--- src/rtl/instr_fetch_if.sv ---
// ---------------------------------------------------------------------------
// instr_fetch_if
// Bundles the decoder handshake, the memory-controller read channel and the
// commit-side redirect into one interface for the instruction fetch unit.
//
// Signals:
//   stall_RS    decoder/RS cannot accept an instruction this cycle
//   IF_success  instr/pc_out hold a valid instruction for the decoder
//   instr       instruction word
//   pc_out      PC of the instruction on instr
//   mem_req     word read request to the memory controller
//   mem_addr    word-aligned read address
//   mem_done    one-cycle pulse, mem_data valid for the outstanding request
//   mem_data    returned word
//   jump_en     redirect request (one-cycle pulse)
//   jump_pc     word-aligned redirect target
//
// Modports:
//   master  the fetch unit side
//   slave   the environment side (decoder, memory controller, commit)
// ---------------------------------------------------------------------------
interface instr_fetch_if;
  logic        stall_RS;
  logic        IF_success;
  logic [31:0] instr;
  logic [31:0] pc_out;
  logic        mem_req;
  logic [31:0] mem_addr;
  logic        mem_done;
  logic [31:0] mem_data;
  logic        jump_en;
  logic [31:0] jump_pc;

  modport master (
    input  stall_RS,
    input  mem_done,
    input  mem_data,
    input  jump_en,
    input  jump_pc,
    output IF_success,
    output instr,
    output pc_out,
    output mem_req,
    output mem_addr
  );

  modport slave (
    output stall_RS,
    output mem_done,
    output mem_data,
    output jump_en,
    output jump_pc,
    input  IF_success,
    input  instr,
    input  pc_out,
    input  mem_req,
    input  mem_addr
  );
endinterface

--- src/rtl/instr_fetch.sv ---
// ---------------------------------------------------------------------------
// instr_fetch
// Instruction fetch front end. Owns the PC, issues one word read at a time to
// the memory controller and holds one instruction for the decoder until it is
// accepted. No branch prediction: the next PC is always PC+4 unless the commit
// side redirects with jump_en.
//
// Optional feature macro: ICACHE_EN
//   Defined   - a direct-mapped instruction cache of ICACHE_LINES words is
//               consulted in IDLE; hits skip the memory request.
//   Undefined - every fetch goes to memory.
//
// Ports:
//   clk   system clock, all state changes on the rising edge
//   rst   asynchronous active-low reset
//   rdy   global ready; when low every register holds its value
//   bus   instr_fetch_if.master (decoder handshake, memory read channel,
//         redirect)
//
// Parameters:
//   RESET_PC      PC loaded on reset
//   ICACHE_LINES  number of cache lines (power of 2), used with ICACHE_EN
// ---------------------------------------------------------------------------
module instr_fetch #(
  parameter logic [31:0] RESET_PC     = 32'h0,
  parameter int          ICACHE_LINES = 16
) (
  input  logic          clk,
  input  logic          rst,
  input  logic          rdy,
  instr_fetch_if.master bus
);

  typedef enum logic [1:0] {
    IDLE = 2'd0,
    WAIT = 2'd1,
    HOLD = 2'd2,
    DROP = 2'd3
  } state_t;

  state_t      state_q,      state_d;
  logic [31:0] pc_q,         pc_d;
  logic        if_success_q, if_success_d;
  logic [31:0] instr_q,      instr_d;
  logic [31:0] pc_out_q,     pc_out_d;
  logic        mem_req_q,    mem_req_d;
  logic [31:0] mem_addr_q,   mem_addr_d;

  // Cache lookup result for the current PC (always a miss without the cache).
  logic        hit_s;
  logic [31:0] cache_rdata_s;

`ifdef ICACHE_EN
  localparam int IDX_W = $clog2(ICACHE_LINES);
  localparam int TAG_W = 30 - IDX_W;

  logic [31:0]             cache_data_q  [ICACHE_LINES];
  logic [TAG_W-1:0]        cache_tag_q   [ICACHE_LINES];
  logic [ICACHE_LINES-1:0] cache_valid_q;

  logic [IDX_W-1:0] rd_idx_s;
  logic [TAG_W-1:0] rd_tag_s;
  logic [IDX_W-1:0] wr_idx_s;
  logic [TAG_W-1:0] wr_tag_s;
  logic             fill_s;

  assign rd_idx_s = pc_q[IDX_W+1:2];
  assign rd_tag_s = pc_q[31:IDX_W+2];
  // Fills are keyed by the address actually requested, not by pc_q, because a
  // jump in DROP has already moved pc_q to the new target.
  assign wr_idx_s = mem_addr_q[IDX_W+1:2];
  assign wr_tag_s = mem_addr_q[31:IDX_W+2];
  // Stale DROP data is still correct for its own address, so it fills too.
  assign fill_s   = bus.mem_done && ((state_q == WAIT) || (state_q == DROP));

  assign hit_s         = cache_valid_q[rd_idx_s] && (cache_tag_q[rd_idx_s] == rd_tag_s);
  assign cache_rdata_s = cache_data_q[rd_idx_s];

  // Valid bits: cleared only by reset, set on every fill.
  always_ff @(posedge clk or negedge rst) begin
    if (!rst) begin
      cache_valid_q <= '0;
    end else if (rdy && fill_s) begin
      cache_valid_q[wr_idx_s] <= 1'b1;
    end else begin
      cache_valid_q <= cache_valid_q;
    end
  end

  // Data and tag storage; contents are qualified by the valid bits.
  always_ff @(posedge clk) begin
    if (rdy && fill_s) begin
      cache_data_q[wr_idx_s] <= bus.mem_data;
      cache_tag_q[wr_idx_s]  <= wr_tag_s;
    end
  end
`else
  assign hit_s         = 1'b0;
  assign cache_rdata_s = 32'h0;
`endif

  // Next-state and next-output logic of the fetch FSM.
  always_comb begin
    state_d      = state_q;
    pc_d         = pc_q;
    if_success_d = if_success_q;
    instr_d      = instr_q;
    pc_out_d     = pc_out_q;
    mem_req_d    = mem_req_q;
    mem_addr_d   = mem_addr_q;

    case (state_q)
      IDLE: begin
        if (bus.jump_en) begin
          pc_d         = bus.jump_pc;
          if_success_d = 1'b0;
        end else if (hit_s) begin
          instr_d      = cache_rdata_s;
          pc_out_d     = pc_q;
          if_success_d = 1'b1;
          state_d      = HOLD;
        end else begin
          mem_req_d  = 1'b1;
          mem_addr_d = pc_q;
          state_d    = WAIT;
        end
      end

      WAIT: begin
        if (bus.mem_done) begin
          mem_req_d = 1'b0;
          if (bus.jump_en) begin
            // Data arrives together with the redirect: it is stale, drop it.
            pc_d         = bus.jump_pc;
            if_success_d = 1'b0;
            state_d      = IDLE;
          end else begin
            instr_d      = bus.mem_data;
            pc_out_d     = pc_q;
            if_success_d = 1'b1;
            state_d      = HOLD;
          end
        end else if (bus.jump_en) begin
          // Requests cannot be aborted; wait for the data and discard it.
          pc_d    = bus.jump_pc;
          state_d = DROP;
        end else begin
          state_d = WAIT;
        end
      end

      HOLD: begin
        // A redirect wins over a handoff on the same edge.
        if (bus.jump_en) begin
          pc_d         = bus.jump_pc;
          if_success_d = 1'b0;
          state_d      = IDLE;
        end else if (!bus.stall_RS) begin
          if_success_d = 1'b0;
          pc_d         = pc_q + 32'd4;
          state_d      = IDLE;
        end else begin
          state_d = HOLD;
        end
      end

      DROP: begin
        if (bus.jump_en) begin
          pc_d = bus.jump_pc;
        end else begin
          pc_d = pc_q;
        end
        if (bus.mem_done) begin
          mem_req_d = 1'b0;
          state_d   = IDLE;
        end else begin
          state_d = DROP;
        end
      end

      default: begin
        state_d      = IDLE;
        if_success_d = 1'b0;
        mem_req_d    = 1'b0;
      end
    endcase
  end

  // FSM state and all registered outputs; frozen while rdy is low.
  always_ff @(posedge clk or negedge rst) begin
    if (!rst) begin
      state_q      <= IDLE;
      pc_q         <= RESET_PC;
      if_success_q <= 1'b0;
      instr_q      <= 32'h0;
      pc_out_q     <= 32'h0;
      mem_req_q    <= 1'b0;
      mem_addr_q   <= 32'h0;
    end else if (rdy) begin
      state_q      <= state_d;
      pc_q         <= pc_d;
      if_success_q <= if_success_d;
      instr_q      <= instr_d;
      pc_out_q     <= pc_out_d;
      mem_req_q    <= mem_req_d;
      mem_addr_q   <= mem_addr_d;
    end else begin
      state_q      <= state_q;
      pc_q         <= pc_q;
      if_success_q <= if_success_q;
      instr_q      <= instr_q;
      pc_out_q     <= pc_out_q;
      mem_req_q    <= mem_req_q;
      mem_addr_q   <= mem_addr_q;
    end
  end

  assign bus.IF_success = if_success_q;
  assign bus.instr      = instr_q;
  assign bus.pc_out     = pc_out_q;
  assign bus.mem_req    = mem_req_q;
  assign bus.mem_addr   = mem_addr_q;

endmodule
--- src/flat_wrapper.sv ---
// flat-port wrapper written by rule: the top's interface ports become plain ports
module instr_fetch_flat 
#(
  parameter logic [31:0] RESET_PC     = 32'h0,
  parameter int          ICACHE_LINES = 16
)
  (clk, rst, rdy, bus_stall_RS, bus_mem_done, bus_mem_data, bus_jump_en, bus_jump_pc, bus_IF_success, bus_instr, bus_pc_out, bus_mem_req, bus_mem_addr);
  instr_fetch_if bus_i ();
  input  logic clk;
  input  logic rst;
  input  logic rdy;
  input wire logic [$bits(bus_i.stall_RS)-1:0] bus_stall_RS;
  input wire logic [$bits(bus_i.mem_done)-1:0] bus_mem_done;
  input wire logic [$bits(bus_i.mem_data)-1:0] bus_mem_data;
  input wire logic [$bits(bus_i.jump_en)-1:0] bus_jump_en;
  input wire logic [$bits(bus_i.jump_pc)-1:0] bus_jump_pc;
  output wire logic [$bits(bus_i.IF_success)-1:0] bus_IF_success;
  output wire logic [$bits(bus_i.instr)-1:0] bus_instr;
  output wire logic [$bits(bus_i.pc_out)-1:0] bus_pc_out;
  output wire logic [$bits(bus_i.mem_req)-1:0] bus_mem_req;
  output wire logic [$bits(bus_i.mem_addr)-1:0] bus_mem_addr;
  assign bus_i.stall_RS = bus_stall_RS;
  assign bus_i.mem_done = bus_mem_done;
  assign bus_i.mem_data = bus_mem_data;
  assign bus_i.jump_en = bus_jump_en;
  assign bus_i.jump_pc = bus_jump_pc;
  assign bus_IF_success = bus_i.IF_success;
  assign bus_instr = bus_i.instr;
  assign bus_pc_out = bus_i.pc_out;
  assign bus_mem_req = bus_i.mem_req;
  assign bus_mem_addr = bus_i.mem_addr;
  instr_fetch #(.RESET_PC(RESET_PC), .ICACHE_LINES(ICACHE_LINES)) u_core (.clk(clk), .rst(rst), .rdy(rdy), .bus(bus_i));
endmodule
--- config.mk ---
export PLATFORM = sky130hd
export DESIGN_NAME = instr_fetch_flat
export DESIGN_NICKNAME = d
export VERILOG_FILES = /design/src/rtl/instr_fetch_if.sv /design/src/rtl/instr_fetch.sv /design/src/flat_wrapper.sv
export SDC_FILE = /design/constraint.sdc
export NUM_CORES = 1
export LEC_CHECK = 0
export CAP_MARGIN = 20
export CORE_UTILIZATION = 45
export DETAILED_ROUTE_END_ITERATION = 8
export PLACE_DENSITY_LB_ADDON = 0.08
export SKIP_CTS_REPAIR_TIMING = 1
export SLEW_MARGIN = 20
export SYNTH_ARGS = -nofsm -noshare
export SYNTH_HDL_FRONTEND = slang
export SYNTH_SLANG_ARGS = --single-unit
--- constraint.sdc ---
create_clock -name clk -period 4.3 [get_ports clk]
set_input_delay 0.86 -clock clk [delete_from_list [all_inputs] [get_ports clk]]
set_output_delay 0.86 -clock clk [all_outputs]
set_load 0.01 [all_outputs]
Word level (Yosys, flattened, before mapping)
Cells that the tools add are included.
- add/sub/neg operators: 1
- eq/ne operators: 9
- multiplexer cells: 21
- bitwise operators: 1
- reduce and logical (&&, ||, !) cells: 11
- operators with widths (operator ; count):
    two-way mux 32 bit ; 3
    case mux 32 bit (2 select lines) ; 1
    adder 32 x 3 -> 32 bit (second input constant) ; 1
    two-way mux 2 bit ; 7
    case mux 2 bit (4 select lines) ; 1
    AND reduction 4 bit ; 2
    two-way mux 1 bit ; 7
    inequality test 2 bit (second input constant) ; 3
    AND reduction 3 bit ; 2
    AND reduction 5 bit ; 1
    equality test 2 bit (second input constant) ; 2
    inequality test 2 x 1 -> 1 bit (second input constant) ; 2
    inequality test 3 bit (second input constant) ; 1
    case mux 1 bit (3 select lines) ; 1
    nonzero test 3 bit ; 1
    OR reduction 3 bit ; 1
    equality test 2 x 1 -> 1 bit (second input constant) ; 1
    logical NOT 2 bit ; 1
    case mux 1 bit (2 select lines) ; 1
    AND reduction 2 bit ; 1
    nonzero test 2 bit ; 1
    OR reduction 2 bit ; 1
    NOT 1 bit ; 1
- flip-flop bits (word level): 132
- input port bits: 70
- logic and storage cells: 50
- output and inout port bits: 98

Longest topological paths before layout
Gate-level depths: netlist of run 1.
- word-level depth: 4
- gate-level depth with buffers: 9
- mapped depth without buffers: 6

Worst setup path before layout of run 1
Ideal clock, no wire load.
- kind: input port to flip-flop
- start: in bus_jump_en
- end: reg u_core.instr_q[10] (netlist: u_core.bus.instr[10])
- stages on the path: 8
- arrival: 2450 ps
- data required time: 4175 ps
- setup slack: 1726 ps
- path through: clkbuf_1 -> inv_1 -> clkbuf_1 -> ha_1 -> nand4_1 -> buf_2 -> buf_2 -> mux2_2
- word-level cells in the longest chain between the ends: 2
- ends and longest elaborated chain (element ; RTL line ; source):
    start: declaration ; flat_wrapper.sv:15 ; input wire logic [$bits(bus_i.jump_en)-1:0] bus_jump_en;
    NOT 1 bit (no source line) ; n/a ;
    AND reduction 4 bit (no source line) ; n/a ;
    end signal: assignment ; instr_fetch.sv:203 ; instr_q <= instr_d;
    end signal: assignment ; instr_fetch.sv:211 ; instr_q <= instr_q;
    end: declaration ; instr_fetch.sv:44 ; logic [31:0] instr_q, instr_d;
No other way between the ends.
A chain may end at the register's enable or synchronous reset.

Final worst setup path of run 1
- start: in bus_jump_en
- end: reg u_core.pc_out_q[16] (netlist: u_core.bus.pc_out[16])
- word-level cells in the longest chain between the ends: 2
- ends and longest elaborated chain (element ; RTL line ; source):
    NOT 1 bit (no source line) ; n/a ;
    AND reduction 4 bit (no source line) ; n/a ;
    end signal: assignment ; instr_fetch.sv:204 ; pc_out_q <= pc_out_d;
    end signal: assignment ; instr_fetch.sv:212 ; pc_out_q <= pc_out_q;
    end: declaration ; instr_fetch.sv:45 ; logic [31:0] pc_out_q, pc_out_d;
No other way between the ends.

==> results of run 1 <==
placed cells by master (no fill, tap or decap), types with 6 or more instances in the layout:
cell,count
o21ai_0,17
nand4_1,7
nand2_1,29
nor2_1,23
nand3_1,14
mux2_2,95
clkdlybuf4s50_1,166
nor3_1,12
and3_1,10
buf_4,10
a31oi_1,6
clkbuf_16,17
a21oi_1,22
o22ai_1,8
dfrtp_1,132
a311oi_1,8
cell families after synthesis:
logic type      synth area share
compound gates            0.0974
fa+ha+maj                0.00427
mux                        0.186
simple gates               0.120
buf+inv                   0.0278
flops                      0.564
through the flow:
step           area (sq um)  setup WS [ns]   util
6_report               8260           1.40  0.652
5_1_grt                8260           1.29  0.652
4_1_cts                8260           1.41  0.652
3_5_place_dp           7680          0.985  0.606
3_3_place_gp           7680           1.07  0.606
2_1_floorplan          5860           1.73      -
worst reg2reg max path, cell delays in order, from the launching register on:
cell and delay (ns):
dfrtp_1 0.46, ha_1 0.31, nand4_1 0.35, nor3_4 0.46
and2_1 0.22, a311oi_1 0.10, nor3_1 0.19
routing by layer:
metal  global-route usage  up-vias  share of wire
met5                    0        -              0
met4               0.0889        0          0.011
met3               0.0664       13          0.068
met2                0.378      174           0.49
met1                0.308     2292           0.43
li1                     -     2098              -
power groups by stage:
stage	clock [mW]	sequential (mW)	combinational (mW)
2_1_floorplan	0	2.28	0.767
3_3_place_gp	0	2.12	2.06
3_5_place_dp	0	2.15	2.10
4_1_cts	1.43	2.13	2.11
5_1_grt	1.49	2.21	2.24
6_report	1.40	2.13	2.08
flip-flops by register name, indices dropped and copies added (netlist names):
signal	flops
u_core.bus.IF_success	1
u_core.bus.instr	32
u_core.bus.mem_addr	32
u_core.bus.mem_req	1
u_core.bus.pc_out	32
u_core.pc_q	32
u_core.state_q	2
how the worst min path moves through the flow:
| stage | startpoint | end | slack [ns] |
|---|---|---|---|
| 2_1_floorplan | u_core.pc_q[0] | u_core.pc_q[0] | 0.46 |
| 3_3_place_gp | u_core.pc_q[1] | u_core.pc_q[1] | 0.48 |
| 3_5_place_dp | u_core.bus.pc_out[23] | u_core.bus.pc_out[23] | 0.49 |
| 4_1_cts | u_core.bus.pc_out[23] | u_core.bus.pc_out[23] | 0.50 |
| 5_1_grt | u_core.bus.pc_out[9] | u_core.bus.pc_out[9] | 0.52 |
| 6_report | u_core.bus.pc_out[23] | u_core.bus.pc_out[23] | 0.50 |
cell type report:
class                           instances  area share
Sequential cell                       132       0.400
Multi-Input combinational cell        314       0.291
Timing Repair Buffer                  177       0.212
Clock buffer                           26      0.0617
Tap cell                              172      0.0261
Clock inverter                          4     0.00848
Inverter                                3     0.00136
==> impl_metrics.json, run 1 <==
{
  "synth.net_count": 549,
  "finalCriticalPeriod_ns": 2.90,
  "final.hold.worst_slack_ns": 0.496,
  "worstMarginPinSlew_ns": 0.841,
  "yosys_warning_count": 0,
  "status": "completed",
  "placement_rows": 41,
  "skew_ns": 0.00991,
  "port_buffers": 167,
  "synth_top_cells_by_count": "dfrtp_1, mux2_2, nand2_1",
  "endpoint": "u_core.bus.pc_out[16]",
  "unrepaired_setup_endpoints_after_global_routing": "no",
  "timing.critical_path.slowest_cell_delay_ns": 0.68,
  "synthCells": 477,
  "power.switching_mw": 1.64,
  "insertion_delay_ns": 0.41,
  "critPathMaxFanout": 44,
  "final.fill_count": 1055,
  "post-synth-top-count-cell": "dfrtp_1",
  "routed_wire_length_mm": 14.6,
  "power.share.sequential": 0.379,
  "floorplan.die.width_microns": 116,
  "synth_flop_cell": "dfrtp_1",
  "slew-limit-headroom": 0.439,
  "ys_types": 54,
  "cp.required_ns": 4.59,
  "startpoint": "bus_jump_en",
  "synthArstFlopShare": 1.00,
  "multi_input_comb_area_sq_um": 2400,
  "cellInternalPower_mw": 3.97,
  "synth_enable_flop_cells": 0,
  "design.die.area_sq_um": 13500,
  "tritoncts": "built",
  "place.detailed.hpwl_mm": 10.2,
  "drive_gt1_frac": 0.224,
  "timing.final.max_slew_violations": 0,
  "area_growth_pct": 41.0,
  "regToRegSetupSlack_ns": 2.11,
  "power_per_cell_area_nw_per_um2": 680,
  "synth.largest_area_cell": "dfrtp_1",
  "dieHeight_microns": 116,
  "placeableCoreArea_sq_um": 12700,
  "holdPathStages": 2,
  "final-setup-viol-count": 0,
  "timing.critical_path.buf_inv": 3,
  "period_share": 0.675,
  "postSynthAreaPerCell_sq_um": 12.3,
  "initial_utilization": 0.462,
  "detailroute.via_count": 4577,
  "hold_path.class": "reg -> reg",
  "cp_cell_sequence": "clkdlybuf4s50_1, inv_1, ha_1, nand4_1, buf_4, mux2_2",
  "crit_family": "buffers and inverters",
  "numCtsBuffers": 17,
  "clockBufferDepth": 2,
  "final_antenna_net_count": 0,
  "finalWeightedCongestion": 0.852,
  "worst_setup_path_end_kind": "register",
  "cp.arrival_ns": 3.19,
  "gr-usage-all-layers": 0.237,
  "globalRoute.totalOverflow": 0,
  "register_area_sq_um": 3300,
  "insertedDiodeCount": 0,
  "via_count_of_the_first_global_routing_pass": 4666,
  "crit_slowest_cell": "clkdlybuf4s50_1",
  "logic_depth_of_the_worst_register_to_register_path": 6,
  "pwr-share-comb": 0.371,
  "initialDrtViolationCount": 271,
  "clockPowerShare": 0.250,
  "ys_seq_elements": 132,
  "synth_top_cells_by_area": "dfrtp_1, mux2_2, a21oi_1, nand2_1, nor2_1",
  "htree_num_levels": 4,
  "synth_sequential_area_ratio": 0.564,
  "netSwitchingFraction": 0.292,
  "drv.max_cap_violation_count": 0,
  "critical_path_class": "in -> reg",
  "max-vdd-ir-drop_mv": 0.329,
  "design.portCount": 168,
  "dr.pass1.iters": 4,
  "grt_antenna_before_repair": 0,
  "drt-vias-per-instance": 5.53,
  "route.detailed.wl_per_inst_microns": 17.6,
  "synthesized_area_sq_um": 5860,
  "post_layout_instance_count_excluding_filler_cells": 828,
  "ctsRootBufferMaster": "clkbuf_16",
  "fmaxAchievable_mhz": 344,
  "route.detailed.drc": 0,
  "dp.cells": 798,
  "netlist.area_leader.share": 0.564,
  "worstSetupPathDepth": 6,
  "largest_net_degree_at_the_start_of_global_routing": 95,
  "numClockSinks": 132,
  "critical_path.startpoint_type": "primary input",
  "r2r_end": "u_core.pc_q[28]",
  "leakage_nw": 3.32,
  "wire_length_of_the_first_global_routing_pass_mm": 24.0,
  "power.total_mw": 5.61,
  "finalSetupTns_ns": 0,
  "r2r_start": "u_core.pc_q[2]",
  "final_net_count": 717,
  "clkSlewWorstSetupHoldPaths_ns": 0.05,
  "final_hold_viol_count": 0
}
Note: power is estimated with default switching activity, not from simulation.
==> inputs of run 2 (changes only) <==
==> constraint.sdc (replaced) <==
create_clock -name clk -period 2.8 [get_ports clk]
set_input_delay 0.56 -clock clk [delete_from_list [all_inputs] [get_ports clk]]
set_output_delay 0.56 -clock clk [all_outputs]
set_load 0.01 [all_outputs]
==> impl_metrics.json, run 2 (synthesized netlist as in run 1, its figures left out) <==
{
  "via_count_of_the_first_global_routing_pass": 4598,
  "unrepaired_setup_endpoints_after_global_routing": "no",
  "cellInternalPower_mw": 6.05,
  "gr-usage-all-layers": 0.232,
  "tritoncts": "built",
  "clockPowerShare": 0.243,
  "finalWeightedCongestion": 0.879,
  "critical_path.startpoint_type": "register",
  "period_share": 0.784,
  "place.detailed.hpwl_mm": 10.6,
  "largest_net_degree_at_the_start_of_global_routing": 63,
  "design.die.area_sq_um": 13500,
  "initialDrtViolationCount": 233,
  "wire_length_of_the_first_global_routing_pass_mm": 23.5,
  "numCtsBuffers": 17,
  "power.switching_mw": 2.52,
  "most_common_library_cell_in_the_layout_ignoring_fill_and_taps": "clkdlybuf4s50_1",
  "finalSetupTns_ns": 0,
  "htree_num_levels": 4,
  "cp.arrival_ns": 2.53,
  "route.detailed.drc": 0,
  "fmaxAchievable_mhz": 456,
  "place_worst_setup_slack_ns": 0.359,
  "power.share.sequential": 0.382,
  "max-vdd-ir-drop_mv": 0.488,
  "final.fill_count": 1030,
  "worst_setup_path_end_kind": "register",
  "timing.final.max_slew_violations": 0,
  "grt_antenna_before_repair": 0,
  "power_per_cell_area_nw_per_um2": 1030,
  "register_area_sq_um": 3300,
  "final-setup-viol-count": 0,
  "clkSlewWorstSetupHoldPaths_ns": 0.05,
  "netSwitchingFraction": 0.294,
  "status": "completed",
  "skew_ns": 0.00650,
  "insertion_delay_ns": 0.41,
  "dr.pass1.iters": 4,
  "hold_path.class": "in -> async",
  "placement_rows": 41,
  "leakage_nw": 3.35,
  "numClockSinks": 132,
  "insertedDiodeCount": 0,
  "detailroute.via_count": 4586,
  "logic_depth_of_the_worst_register_to_register_path": 6,
  "multi_input_comb_area_sq_um": 2400,
  "area_growth_pct": 41.8,
  "final.hold.worst_slack_ns": 0.116,
  "floorplan.die.width_microns": 116,
  "port_buffers": 167,
  "clockBufferDepth": 2,
  "final_antenna_net_count": 0,
  "final_net_count": 725,
  "placeableCoreArea_sq_um": 12700,
  "timing.final.ws_setup_ns": 0.605,
  "critPathMaxFanout": 8,
  "power.total_mw": 8.58,
  "ctsRootBufferMaster": "clkbuf_16",
  "initial_utilization": 0.462,
  "routed_wire_length_mm": 14.6,
  "final_hold_viol_count": 0,
  "slew-limit-headroom": 0.529,
  "drv.max_cap_violation_count": 0,
  "pwr-share-comb": 0.375,
  "mostFrequentLayoutCells": "clkdlybuf4s50_1, dfrtp_1, mux2_2, nand2_1, nor2_1",
  "worstMarginPinSlew_ns": 0.701,
  "route.detailed.wl_per_inst_microns": 17.5,
  "critical_path_class": "reg -> reg",
  "dieHeight_microns": 116,
  "globalRoute.totalOverflow": 0,
  "drt-vias-per-instance": 5.48,
  "design.portCount": 168,
  "finalCriticalPeriod_ns": 2.19,
  "cp.required_ns": 3.13,
  "drive_gt1_frac": 0.230
}
run 2: cell count changes in the layout (fill, tap and decap cells not counted):
cell	change
clkinv_2	+1
buf_4	+7
clkbuf_8	-3
clkbuf_1	+3
buf_12	+1
run 2: power by group through the flow:
stage | sequential, mW | combinational (mW) | clock (mW)
2_1_floorplan | 3.50 | 1.18 | 0
3_3_place_gp | 3.26 | 3.18 | 0
3_5_place_dp | 3.31 | 3.24 | 0
4_1_cts | 3.28 | 3.26 | 2.13
5_1_grt | 3.39 | 3.45 | 2.22
6_report | 3.28 | 3.22 | 2.08
run 2: final cells by class:
class,count,share of cell area
clock inverters,5,0.00904
flip-flops and latches,132,0.398
inverters,3,0.00136
repair buffers,185,0.219
clock buffers,26,0.0577
well taps,172,0.0259
multi-input cells,314,0.289
run 2: final timing paths:
kind,startpoint,end,slack (ns)
min in group clk,u_core.bus.pc_out[23],u_core.bus.pc_out[23],0.49
min,rst,u_core.bus.instr[23],0.12
max in group asynchronous,rst,u_core.bus.mem_addr[25],1.88
max,u_core.pc_q[2],u_core.pc_q[28],0.61
max reg2reg,u_core.pc_q[2],u_core.pc_q[28],0.61
min reg2reg,u_core.bus.pc_out[23],u_core.bus.pc_out[23],0.49
run 2: layer usage:
| metal | up-vias | GRT usage | wire [microns] |
|---|---|---|---|
| li1 | 2113 | - | - |
| met1 | 2274 | 0.306 | 6170 |
| met2 | 180 | 0.372 | 7220 |
| met3 | 19 | 0.0533 | 1020 |
| met4 | 0 | 0.0897 | 208 |
| met5 | - | 0 | 0 |
run 2: critical path, stage by stage (launching register included):
cell and delay, ns:
dfrtp_1 0.48, ha_1 0.31, nand4_1 0.33, nor3_4 0.46
and2_1 0.23, a311oi_1 0.11, nor3_1 0.19
run 2: per-stage QoR:
step / instance area [sq um] / instances / util
after floorplan: 5860 / 477 / -
after global placement: 7750 / 806 / 0.612
after detailed placement: 7750 / 806 / 0.612
after CTS: 8310 / 837 / 0.655
after global routing: 8310 / 837 / 0.655
final: 8310 / 837 / 0.655
==> inputs of run 3 (changes only) <==
==> constraint.sdc (replaced) <==
create_clock -name clk -period 2.1 [get_ports clk]
set_input_delay 0.42 -clock clk [delete_from_list [all_inputs] [get_ports clk]]
set_output_delay 0.42 -clock clk [all_outputs]
set_load 0.01 [all_outputs]
==> impl_metrics.json, run 3 (synthesized netlist as in run 1, its figures left out) <==
{
  "finalCriticalPeriod_ns": 1.83,
  "post_layout_instance_count_excluding_filler_cells": 857,
  "dp.cells": 824,
  "ctsRootBufferMaster": "clkbuf_16",
  "floorplan.die.width_microns": 116,
  "most_common_library_cell_in_the_layout_ignoring_fill_and_taps": "clkdlybuf4s50_1",
  "timing.critical_path.slowest_cell_delay_ns": 0.57,
  "leakage_nw": 3.52,
  "insertion_delay_ns": 0.42,
  "skew_ns": 0.00820,
  "timing.final.ws_setup_ns": 0.272,
  "met3_usage": 0.0649,
  "crit_family": "compound AO/OA/AOI/OAI gates",
  "detailroute.via_count": 4654,
  "period_share": 0.871,
  "fmaxAchievable_mhz": 547,
  "crit_slowest_cell": "o21ai_0",
  "design.portCount": 168,
  "power_per_cell_area_nw_per_um2": 1410,
  "grtUsageMet2": 0.385,
  "clkSlewWorstSetupHoldPaths_ns": 0.06,
  "finish.instance_area_sq_um": 8650,
  "final_hold_viol_count": 0,
  "max-vdd-ir-drop_mv": 0.732,
  "insertedDiodeCount": 0,
  "timing.critical_path.buf_inv": 0,
  "grt_antenna_before_repair": 0,
  "route.detailed.wl_per_inst_microns": 17.4,
  "numCtsBuffers": 17,
  "worstMarginPinSlew_ns": 0.704,
  "routed_wire_length_mm": 14.9,
  "cp.arrival_ns": 2.14,
  "hold_path.class": "in -> async",
  "via_count_of_the_first_global_routing_pass": 4703,
  "final_net_count": 744,
  "cp.required_ns": 2.41,
  "dr.pass1.iters": 4,
  "drv.max_cap_violation_count": 0,
  "drive_gt1_frac": 0.261,
  "global_route.peak_usage_layer": "met2",
  "slew-limit-headroom": 0.526,
  "final-setup-viol-count": 0,
  "finalWeightedCongestion": 0.856,
  "use_met1": 0.299,
  "initialDrtViolationCount": 214,
  "critical_path_class": "reg -> reg",
  "port_buffers": 167,
  "place_worst_setup_slack_ns": -0.149,
  "htree_num_levels": 4,
  "dieHeight_microns": 116,
  "design.die.area_sq_um": 13500,
  "largest_net_degree_at_the_start_of_global_routing": 54,
  "clockBufferDepth": 2,
  "worst_setup_path_end_kind": "register",
  "placeableCoreArea_sq_um": 12700,
  "tritoncts": "built",
  "numClockSinks": 132,
  "status": "completed",
  "route.detailed.drc": 0,
  "postLayoutCoreUtil": 0.683,
  "placement_rows": 41,
  "place.detailed.hpwl_mm": 10.7,
  "critical_path.startpoint_type": "register",
  "worst_path_most_repeated_cell": "o21ai_0",
  "area_growth_pct": 47.8,
  "gr-usage-all-layers": 0.236,
  "final.fill_count": 989,
  "cp_cell_sequence": "nor3b_1, o21ai_0, or3_1, o21ai_0, a211oi_1",
  "unrepaired_setup_endpoints_after_global_routing": "no",
  "drt-vias-per-instance": 5.43,
  "critPathMaxFanout": 7,
  "dpl-instance-area_sq_um": 7950,
  "mostFrequentLayoutCells": "clkdlybuf4s50_1, dfrtp_1, mux2_2, buf_4, nand2_1",
  "final_antenna_net_count": 0,
  "timing.final.max_slew_violations": 0,
  "wire_length_of_the_first_global_routing_pass_mm": 23.7,
  "finalSetupTns_ns": 0,
  "globalRoute.totalOverflow": 0,
  "initial_utilization": 0.462
}
[run 3: cell count changes in the layout (fill, tap and decap cells not counted)]
cell and change:
bufinv_16 +5, clkinv_4 +1, clkbuf_1 -7, clkinvlp_4 +3, buf_4 +13, clkbuf_8 -1, buf_12 +5, dlygate4sd3_1 +1
[run 3: area by class of cell]
class / count / area (sq um) / share of cell area
clock inverters: 14 / 256 / 0.0296
inverters: 3 / 11.3 / 0.00130
clock buffers: 18 / 439 / 0.0507
repair buffers: 204 / 2030 / 0.234
flip-flops and latches: 132 / 3300 / 0.382
multi-input cells: 314 / 2400 / 0.277
well taps: 172 / 215 / 0.0249
[run 3: worst paths after layout]
path,start,to,slack (ns),cells after the start
worst max-delay path,u_core.state_q[1],u_core.pc_q[27],0.27,5
worst min-delay path,rst,u_core.bus.instr[14],0.47,2
worst min register to register,u_core.bus.pc_out[23],u_core.bus.pc_out[23],0.50,2
max in group asynchronous,rst,u_core.bus.instr[0],0.98,3
min in group clk,u_core.bus.pc_out[23],u_core.bus.pc_out[23],0.50,2
worst max register to register,u_core.state_q[1],u_core.pc_q[27],0.27,5
[run 3: per-layer routing]
| metal | routed length [microns] | up-vias |
|---|---|---|
| li1 | - | 2163 |
| met1 | 6350 | 2314 |
| met2 | 7380 | 162 |
| met3 | 939 | 15 |
| met4 | 218 | 0 |
| met5 | 0 | - |
[run 3: worst reg2reg max path, delay by kind of cell, from the launching register on]
| kind | cells | cell delay (ns) |
|---|---|---|
| compound gates | 3 | 0.88 |
| flops | 1 | 0.46 |
| simple gates | 2 | 0.38 |
[run 3: through the flow]
step           hold slack, ns  power (mW)
4_1_cts                -0.108        12.3
6_report                0.466        12.2
3_3_place_gp            0.331        8.69
5_1_grt                 0.485        12.9
2_1_floorplan           0.124        6.23
3_5_place_dp            0.332        8.83
[run 3: power by group]
| part | internal (mW) | switching, mW | total [mW] |
|---|---|---|---|
| registers | 3.61 | 0.725 | 4.33 |
| logic | 2.75 | 1.67 | 4.43 |
| clock network | 2.37 | 1.09 | 3.46 |
